===== src/rtl/cache_pkg.sv =====
// Shared widths, controller state encoding and address split helpers for the
// direct-mapped cache controller.
package cache_pkg;

  localparam int ADDR_WIDTH  = 32;
  localparam int DATA_WIDTH  = 32;
  localparam int INDEX_WIDTH = 7;
  localparam int TAG_WIDTH   = ADDR_WIDTH - INDEX_WIDTH;
  localparam int CACHE_LINES = 1 << INDEX_WIDTH;

  typedef enum logic [1:0] {
    ST_IDLE     = 2'd0,
    ST_LOOKUP   = 2'd1,
    ST_MEM_REQ  = 2'd2,
    ST_MEM_WAIT = 2'd3
  } state_t;

  // Upper address bits identify which memory word occupies a line.
  function automatic logic [TAG_WIDTH-1:0] tag_of(input logic [ADDR_WIDTH-1:0] addr);
    return addr[ADDR_WIDTH-1:INDEX_WIDTH];
  endfunction

  // Lower address bits select the line.
  function automatic logic [INDEX_WIDTH-1:0] index_of(input logic [ADDR_WIDTH-1:0] addr);
    return addr[INDEX_WIDTH-1:0];
  endfunction

endpackage


===== src/rtl/cache_valid_bits.sv =====
// Per-line valid flags: cleared by reset or flush, set one line at a time on
// refill, read combinationally at the current lookup index.
module cache_valid_bits #(
  parameter int LINES = 128,
  parameter int IDX_W = 7
) (
  input  logic             clk,
  input  logic             rst,
  input  logic             clear,
  input  logic             set_en,
  input  logic [IDX_W-1:0] set_idx,
  input  logic [IDX_W-1:0] rd_idx,
  output logic             rd_valid
);

  logic [LINES-1:0] valid_reg;

  for (genvar gi = 0; gi < LINES; gi++) begin : g_line
    // One flag per line; flush clear wins over a set in the same cycle.
    always_ff @(posedge clk or posedge rst) begin
      if (rst) begin
        valid_reg[gi] <= 1'b0;
      end else if (clear) begin
        valid_reg[gi] <= 1'b0;
      end else if (set_en && (set_idx == IDX_W'(gi))) begin
        valid_reg[gi] <= 1'b1;
      end
    end
  end

  assign rd_valid = valid_reg[rd_idx];

endmodule


===== src/rtl/dm_cache_ctrl.sv =====
// Direct-mapped, one-word-per-line cache controller with write-through stores
// (no write-allocate) and single-word refill on load misses.
module dm_cache_ctrl
  import cache_pkg::*;
(
  input  logic                   clk,
  input  logic                   rst,
  input  logic                   flush,
  input  logic                   cpu_req_valid,
  output logic                   cpu_req_ready,
  input  logic                   cpu_req_we,
  input  logic [ADDR_WIDTH-1:0]  cpu_req_addr,
  input  logic [DATA_WIDTH-1:0]  cpu_req_wdata,
  output logic                   cpu_resp_valid,
  output logic [DATA_WIDTH-1:0]  cpu_resp_rdata,
  output logic                   mem_req_valid,
  input  logic                   mem_req_ready,
  output logic                   mem_req_we,
  output logic [ADDR_WIDTH-1:0]  mem_req_addr,
  output logic [DATA_WIDTH-1:0]  mem_req_wdata,
  input  logic                   mem_resp_valid,
  input  logic [DATA_WIDTH-1:0]  mem_resp_rdata,
  output logic [INDEX_WIDTH-1:0] ram_index,
  output logic                   tag_we,
  output logic [TAG_WIDTH-1:0]   tag_wdata,
  input  logic [TAG_WIDTH-1:0]   tag_rdata,
  output logic                   data_we,
  output logic [DATA_WIDTH-1:0]  data_wdata,
  input  logic [DATA_WIDTH-1:0]  data_rdata
);

  state_t                state;
  logic [ADDR_WIDTH-1:0] addr_reg;
  logic                  we_reg;
  logic [DATA_WIDTH-1:0] wdata_reg;

  logic line_valid;
  logic hit;
  logic in_idle;
  logic refill;

  assign in_idle       = (state == ST_IDLE);
  assign cpu_req_ready = in_idle && !flush;

  // In IDLE the RAMs are addressed straight from the CPU port so their
  // registered read data is ready exactly when LOOKUP evaluates the hit.
  assign ram_index = in_idle ? index_of(cpu_req_addr) : index_of(addr_reg);
  assign hit       = line_valid && (tag_rdata == tag_of(addr_reg));
  assign refill    = (state == ST_MEM_WAIT) && mem_resp_valid && !we_reg;

  cache_valid_bits #(
    .LINES (CACHE_LINES),
    .IDX_W (INDEX_WIDTH)
  ) u_valid (
    .clk      (clk),
    .rst      (rst),
    .clear    (in_idle && flush),
    .set_en   (refill),
    .set_idx  (index_of(addr_reg)),
    .rd_idx   (index_of(addr_reg)),
    .rd_valid (line_valid)
  );

  // Controller sequencing and request latching.
  always_ff @(posedge clk or posedge rst) begin
    if (rst) begin
      state     <= ST_IDLE;
      addr_reg  <= '0;
      we_reg    <= 1'b0;
      wdata_reg <= '0;
    end else begin
      case (state)
        ST_IDLE: begin
          if (cpu_req_valid && cpu_req_ready) begin
            addr_reg  <= cpu_req_addr;
            we_reg    <= cpu_req_we;
            wdata_reg <= cpu_req_wdata;
            state     <= ST_LOOKUP;
          end
        end
        ST_LOOKUP:   state <= (hit && !we_reg) ? ST_IDLE : ST_MEM_REQ;
        ST_MEM_REQ:  if (mem_req_ready) state <= ST_MEM_WAIT;
        ST_MEM_WAIT: if (mem_resp_valid) state <= ST_IDLE;
        default:     state <= ST_IDLE;
      endcase
    end
  end

  // Output decode: responses, RAM writes and the memory request all follow
  // from the current state and the latched request.
  always_comb begin
    cpu_resp_valid = 1'b0;
    cpu_resp_rdata = '0;
    tag_we         = 1'b0;
    data_we        = 1'b0;
    data_wdata     = '0;
    mem_req_valid  = (state == ST_MEM_REQ);
    mem_req_we     = we_reg;
    mem_req_addr   = addr_reg;
    mem_req_wdata  = wdata_reg;
    tag_wdata      = tag_of(addr_reg);
    case (state)
      ST_LOOKUP: begin
        if (hit && !we_reg) begin
          cpu_resp_valid = 1'b1;
          cpu_resp_rdata = data_rdata;
        end
        // Store hit keeps the cached copy coherent; memory is written after.
        if (hit && we_reg) begin
          data_we    = 1'b1;
          data_wdata = wdata_reg;
        end
      end
      ST_MEM_WAIT: begin
        if (mem_resp_valid) begin
          cpu_resp_valid = 1'b1;
          if (!we_reg) begin
            cpu_resp_rdata = mem_resp_rdata;
            tag_we         = 1'b1;
            data_we        = 1'b1;
            data_wdata     = mem_resp_rdata;
          end
        end
      end
      default: ;
    endcase
  end

endmodule


===== config.mk =====
export PLATFORM = sky130hd
export DESIGN_NAME = dm_cache_ctrl
export DESIGN_NICKNAME = d
export VERILOG_FILES = /design/src/rtl/cache_pkg.sv /design/src/rtl/cache_valid_bits.sv /design/src/rtl/dm_cache_ctrl.sv
export SDC_FILE = /design/constraint.sdc
export NUM_CORES = 1
export LEC_CHECK = 0
export CAP_MARGIN = 20
export CORE_MARGIN = 3
export CORE_UTILIZATION = 48
export CTS_CLUSTER_SIZE = 12
export DETAILED_ROUTE_END_ITERATION = 7
export PLACE_DENSITY = 0.8
export SLEW_MARGIN = 20
export SYNTH_ARGS = -nofsm -noshare
export SYNTH_HDL_FRONTEND = slang
export SYNTH_SLANG_ARGS = --single-unit
export TNS_END_PERCENT = 20

===== constraint.sdc =====
create_clock -name clk -period 9.4 [get_ports clk]
set_input_delay 1.88 -clock clk [delete_from_list [all_inputs] [get_ports clk]]
set_output_delay 1.88 -clock clk [all_outputs]
set_load 0.005 [all_outputs]

# Word level (Yosys, flattened, before mapping)
# Cells that the tools add are included.
# Widths: inputs -> output; s select.
# totals
input_bits,160
reg_bits,195
word_cells,815
output_inout_bits,166
# op_classes
muxes,278
n_reduce_logical,270
order_cmp,1
n_eq_ne,134
# op_table
op,count
$eq 7x7->1 const B,64
$mux 1,263
$reduce_bool 2->1,128
$eq 7x6->1 const B,32
$logic_and 1x1->1,136
$mux 32,4
$pmux 32 s2,2
$eq 7x5->1 const B,16
$eq 7x4->1 const B,8
$eq 7x3->1 const B,4
$eq 25x25->1,1
$eq 7x2->1 const B,2
$lt 7x8->1 const B,1
$mux 2,4
$pmux 2 s4,1
$bmux 1 s7,1
$eq 7x1->1 const B,1
$logic_not 7->1,1
$mux 7,1
$eq 2x2->1 const B,2
$ne 2x1->1 const B,2
$pmux 1 s2,2
$reduce_and 3->1,1
$eq 2x1->1 const B,1
4 further kinds,5

# Logic depth before layout (Yosys ltp)
# depth
word_depth,6
depth_mapped,13
mapped_depth_nobuf,6

# Hierarchy
# From an unflattened synthesis, not the netlist that was laid out.
# hier_totals
cells_unflattened,981
area_unflattened_um2,10311.1
# by_module_without_submodules
mod,n_inst,seq_area_each_um2,cells_per_inst,area_per_inst_um2
cache_valid_bits,1,3203.1,562,5883.1
dm_cache_ctrl,1,1676.6,419,4428.0

# Worst setup path after synthesis
# No wires, ideal clock.
# synth_path
path_kind,input-to-output
start,input tag_rdata[22]
end,output cpu_resp_rdata[13]
arrival_time_ps,3257
setup_slack_ps,4263
t_required_ps,7520
path_buffers,2
stages,8
path_cell_list,xor2_1 nor4_1 nand3_1 nor3_1 o311ai_4 buf_6 buf_8 o21ai_1
# synth_via
elab_chain_len,5
# synth_lines
element,line,source
"start, declared",dm_cache_ctrl.sv:26,"input logic [TAG_WIDTH-1:0] tag_rdata,"
$eq 25x25->1,dm_cache_ctrl.sv:48,assign hit = line_valid && (tag_rdata == tag_of(addr_reg));
$logic_and 1x1->1,dm_cache_ctrl.sv:48,
$logic_and 1x1->1,dm_cache_ctrl.sv:104,if (hit && !we_reg) begin
$mux 32,dm_cache_ctrl.sv:104,
$pmux 32 s2,dm_cache_ctrl.sv:102,case (state)
"end, declared",dm_cache_ctrl.sv:15,"output logic [DATA_WIDTH-1:0] cpu_resp_rdata,"
# Every way passes these cells.

# Worst setup path after layout
# layout_path
start,input tag_rdata[19]
end,output data_wdata[7]
# layout_via
elab_chain_len,5
# layout_lines
element,line,source
$eq 25x25->1,dm_cache_ctrl.sv:48,
$logic_and 1x1->1,dm_cache_ctrl.sv:48,
$logic_and 1x1->1,dm_cache_ctrl.sv:109,if (hit && we_reg) begin
$mux 32,dm_cache_ctrl.sv:109,
$pmux 32 s2,dm_cache_ctrl.sv:102,
"end, declared",dm_cache_ctrl.sv:28,"output logic [DATA_WIDTH-1:0] data_wdata,"
# Every way passes these cells.

==> qor.yml <==
run_status:
  outcome: "completed"
power:
  clockPowerShare_pct: 18.9
  power_frac_seq_pct: 34.7
  leakagePower_nw: 6.30
  p_sw_share_pct: 40.5
  peakVddDrop_mv: 0.163
  internal_power_mw: 2.25
  p_per_area_nw_per_um2: 265
  switching_power_mw: 1.53
  p_comb_share_pct: 46.4
clock_tree:
  clockBufferDepth: 2
  hold_buffers: 0
  cts.repair.resized: 0
  cts_tree: "yes"
  cts_htree_levels: 4
  clock_tree.root_cell: "clkbuf_16"
  clk_pin_slew_ps: 70
  post_cts_buffers: 0
  insertion_delay_ps: 440
  cts.sinks: 195
  cts-buffers-inserted: 17
floorplanning:
  row_count: 53
  fp.dieH_um: 155
  start_util_pct: 49.7
  core_um2: 21400
  io_pins: 326
  die_area_um2: 23900
  fp.dieW_um: 155
critical_path:
  cp-end-kind: "primary output"
  cp-start-kind: "input port"
  slowest_delay_ps: 610
  crit_slowest_cell: "clkdlybuf4s50_1"
  cp_data_required_time_ps: 7520
  critPathLaunch: "tag_rdata[19]"
  reg2reg_from: "mem_req_addr[1]$_DFFE_PP0P_"
  critPathMaxFanout: 67
  crit_top_cell: "clkdlybuf4s50_1"
  crit_family: "buffers and inverters"
  critical_path_buf_inv_count: 3
  r2r_slack_ps: 5640
  worstPathArrival_ps: 4910
  criticalPathCategory: "input port to primary output"
  cp_cell_sequence: "clkdlybuf4s50_1 > xnor2_1 > nand4_1 > nor3_1 > o311ai_4 > buf_4 > o21ai_0 > clkdlybuf4s50_1"
synthesis:
  syn_inst: 1090
  synth_edf_count: 0
  postSynthAreaPerCell_um2: 9.73
  synthTopCellsByCount: "dfrtp_1 (195), nor2_1 (143), a21oi_1 (130)"
  async_flop_share_pct: 100
  yosys_warnings: 0
  syn_area_um2: 10600
  yosys.area.top_type_share_pct: 46.0
  ys_types: 46
  synth.area.top_cells: "dfrtp_1 (46%), mux2_2 (7.6%), a21oi_1 (6.1%), nor2_1 (5.1%), o31ai_1 (4.7%)"
  syn_nets: 1250
  synth.most_common_cell: "dfrtp_1"
  yosysTopAreaCell: "dfrtp_1"
  synthFlopType: "dfrtp_1"
  synth.ff_latch_count: 195
  yosysSeqAreaShare_pct: 46.0
worst_hold_path:
  min_path_type: "register to register"
  hp-start: "u_valid.valid_reg[113]$_DFFE_PP0P_"
sta:
  maxSlewHeadroom_pct: 29.5
  slew_viol_final: 0
  setup_ws_ps: 2610
  finalClockSkew_ps: 8.35
  post-route-period-util_pct: 72.2
  tns_ps: 0
  fmax_mhz: 147
  setup_viol: 0
  worst_pin_slew_ps: 1060
  rsz0062_at_grt: "false"
  fin_crit_ps: 6790
  report.final.hold_viol_count: 0
finish:
  stdcell_count: 1613
  fin_area_um2: 14300
  drive_gt1_share_pct: 10.9
  largest_register_ffs: 128
  fill_cells: 1729
  synthToLayoutAreaGrowth_pct: 34.3
  layout.nets: 1481
place:
  dp_cells: 1577
  post-place-ws_ps: 2700
  gp_congestion: 0.965
  port_buffers: 325
  dpl.hpwl_um: 27000
  dpl_cell_area_um2: 13700
routing:
  drt_pass1_iterations: 6
  drt_iter0_markers: 1186
  post-route-drc-count: 0
  wirelength_um: 38000
  vias: 9721
  ant_nets: 0
  via_per_inst: 6.03
  wl_per_cell_um: 23.5
global_route:
  grt_overflow: 0
  antenna_found_initial: 5
  grt_pass1_wl_um: 57200
  grt_usage_pct: 30.8
  grt_start_max_net_pins: 127
  grt_pass1_vias: 9280
job:
  drv_cap: 0
## layout by cell type (no fill, tap or decap), types with 3 or more instances in the layout
master	netlist	layout
dfrtp_1	195	193
nand3_1	9	9
clkbuf_16	0	17
nor3_1	22	22
xor2_1	4	4
clkinv_4	0	3
nand2b_1	4	4
o21ai_1	49	49
o31ai_1	66	66
mux4_1	4	4
a22oi_1	8	8
and3_1	70	70
mux2_2	72	72
inv_8	0	5
nor2_1	143	143
a21oi_1	130	130
nand2_1	47	47
nand4_1	4	4
mux2i_1	32	32
buf_4	37	14
clkdlybuf4s50_1	0	325
diode_2	0	4
inv_6	0	5
inv_1	4	3
and2_1	12	10
nor2b_1	10	9
o21ai_0	18	18
a31oi_1	4	3
mux4_2	13	13
xnor2_1	21	21
## power by group through the flow
stage | logic, mW | registers [mW] | clock network, mW
after floorplan | 1.03 | 1.19 | 0
after global placement | 1.71 | 1.31 | 0
after detailed placement | 1.73 | 1.32 | 0
after CTS | 1.74 | 1.30 | 0.726
after global routing | 1.85 | 1.34 | 0.761
final | 1.76 | 1.31 | 0.715
## kinds of logic after synthesis
group           count (synthesis)  share of synthesized area, %
simple gates                  326                          14.4
compound gates                290                          16.2
flops                         195                          46.0
buf+inv                       133                          6.95
mux                           121                          14.4
xor+xnor                       25                          2.06
## worst reg2reg max path, cell delays in order (launching register included)
cell	delay, ps
dfrtp_2	700
buf_4	640
mux4_2	630
nor2b_1	160
a211oi_1	490
a2111oi_4	90
buf_4	380
nor3_1	440
o41a_1	190
## metrics by stage
stage	hold WS [ps]	power (mW)	util, %
after floorplan	454	2.22	-
after global placement	469	3.02	63.9
after CTS	495	3.77	66.7
after detailed placement	479	3.05	64.0
after global routing	517	3.95	66.7
final	492	3.78	66.7
## cell type report
class                   count  area, µm²  share of cell area, %
multi-input cells         762       5040                   35.4
flip-flops and latches    195       4880                   34.3
repair buffers            340       3370                   23.6
clock buffers              18        439                   3.08
well taps                 275        344                   2.41
clock inverters            14        139                  0.975
inverters                   5       26.3                  0.184
diodes                      4       10.0                 0.0702
## routing by layer
metal	share of wire [%]	vias up	track usage [%]
met3	7.9	74	5.85
met4	2.8	2	10.8
met1	39	4808	41.5
met5	0.026	-	0
li1	-	4335	-
met2	50	502	50.3
## path summary, 6_finish.rpt
path | end | cells after the start
max | data_wdata[7] | 8
min | u_valid.valid_reg[113]$_DFFE_PP0P_ | 2
max reg2reg | register | 8
min reg2reg | u_valid.valid_reg[113]$_DFFE_PP0P_ | 2
max in group asynchronous | u_valid.valid_reg[32]$_DFFE_PP0P_ | 3
min in group asynchronous | u_valid.valid_reg[20]$_DFFE_PP0P_ | 2
No activity file was read; power rests on OpenSTA's default activity.
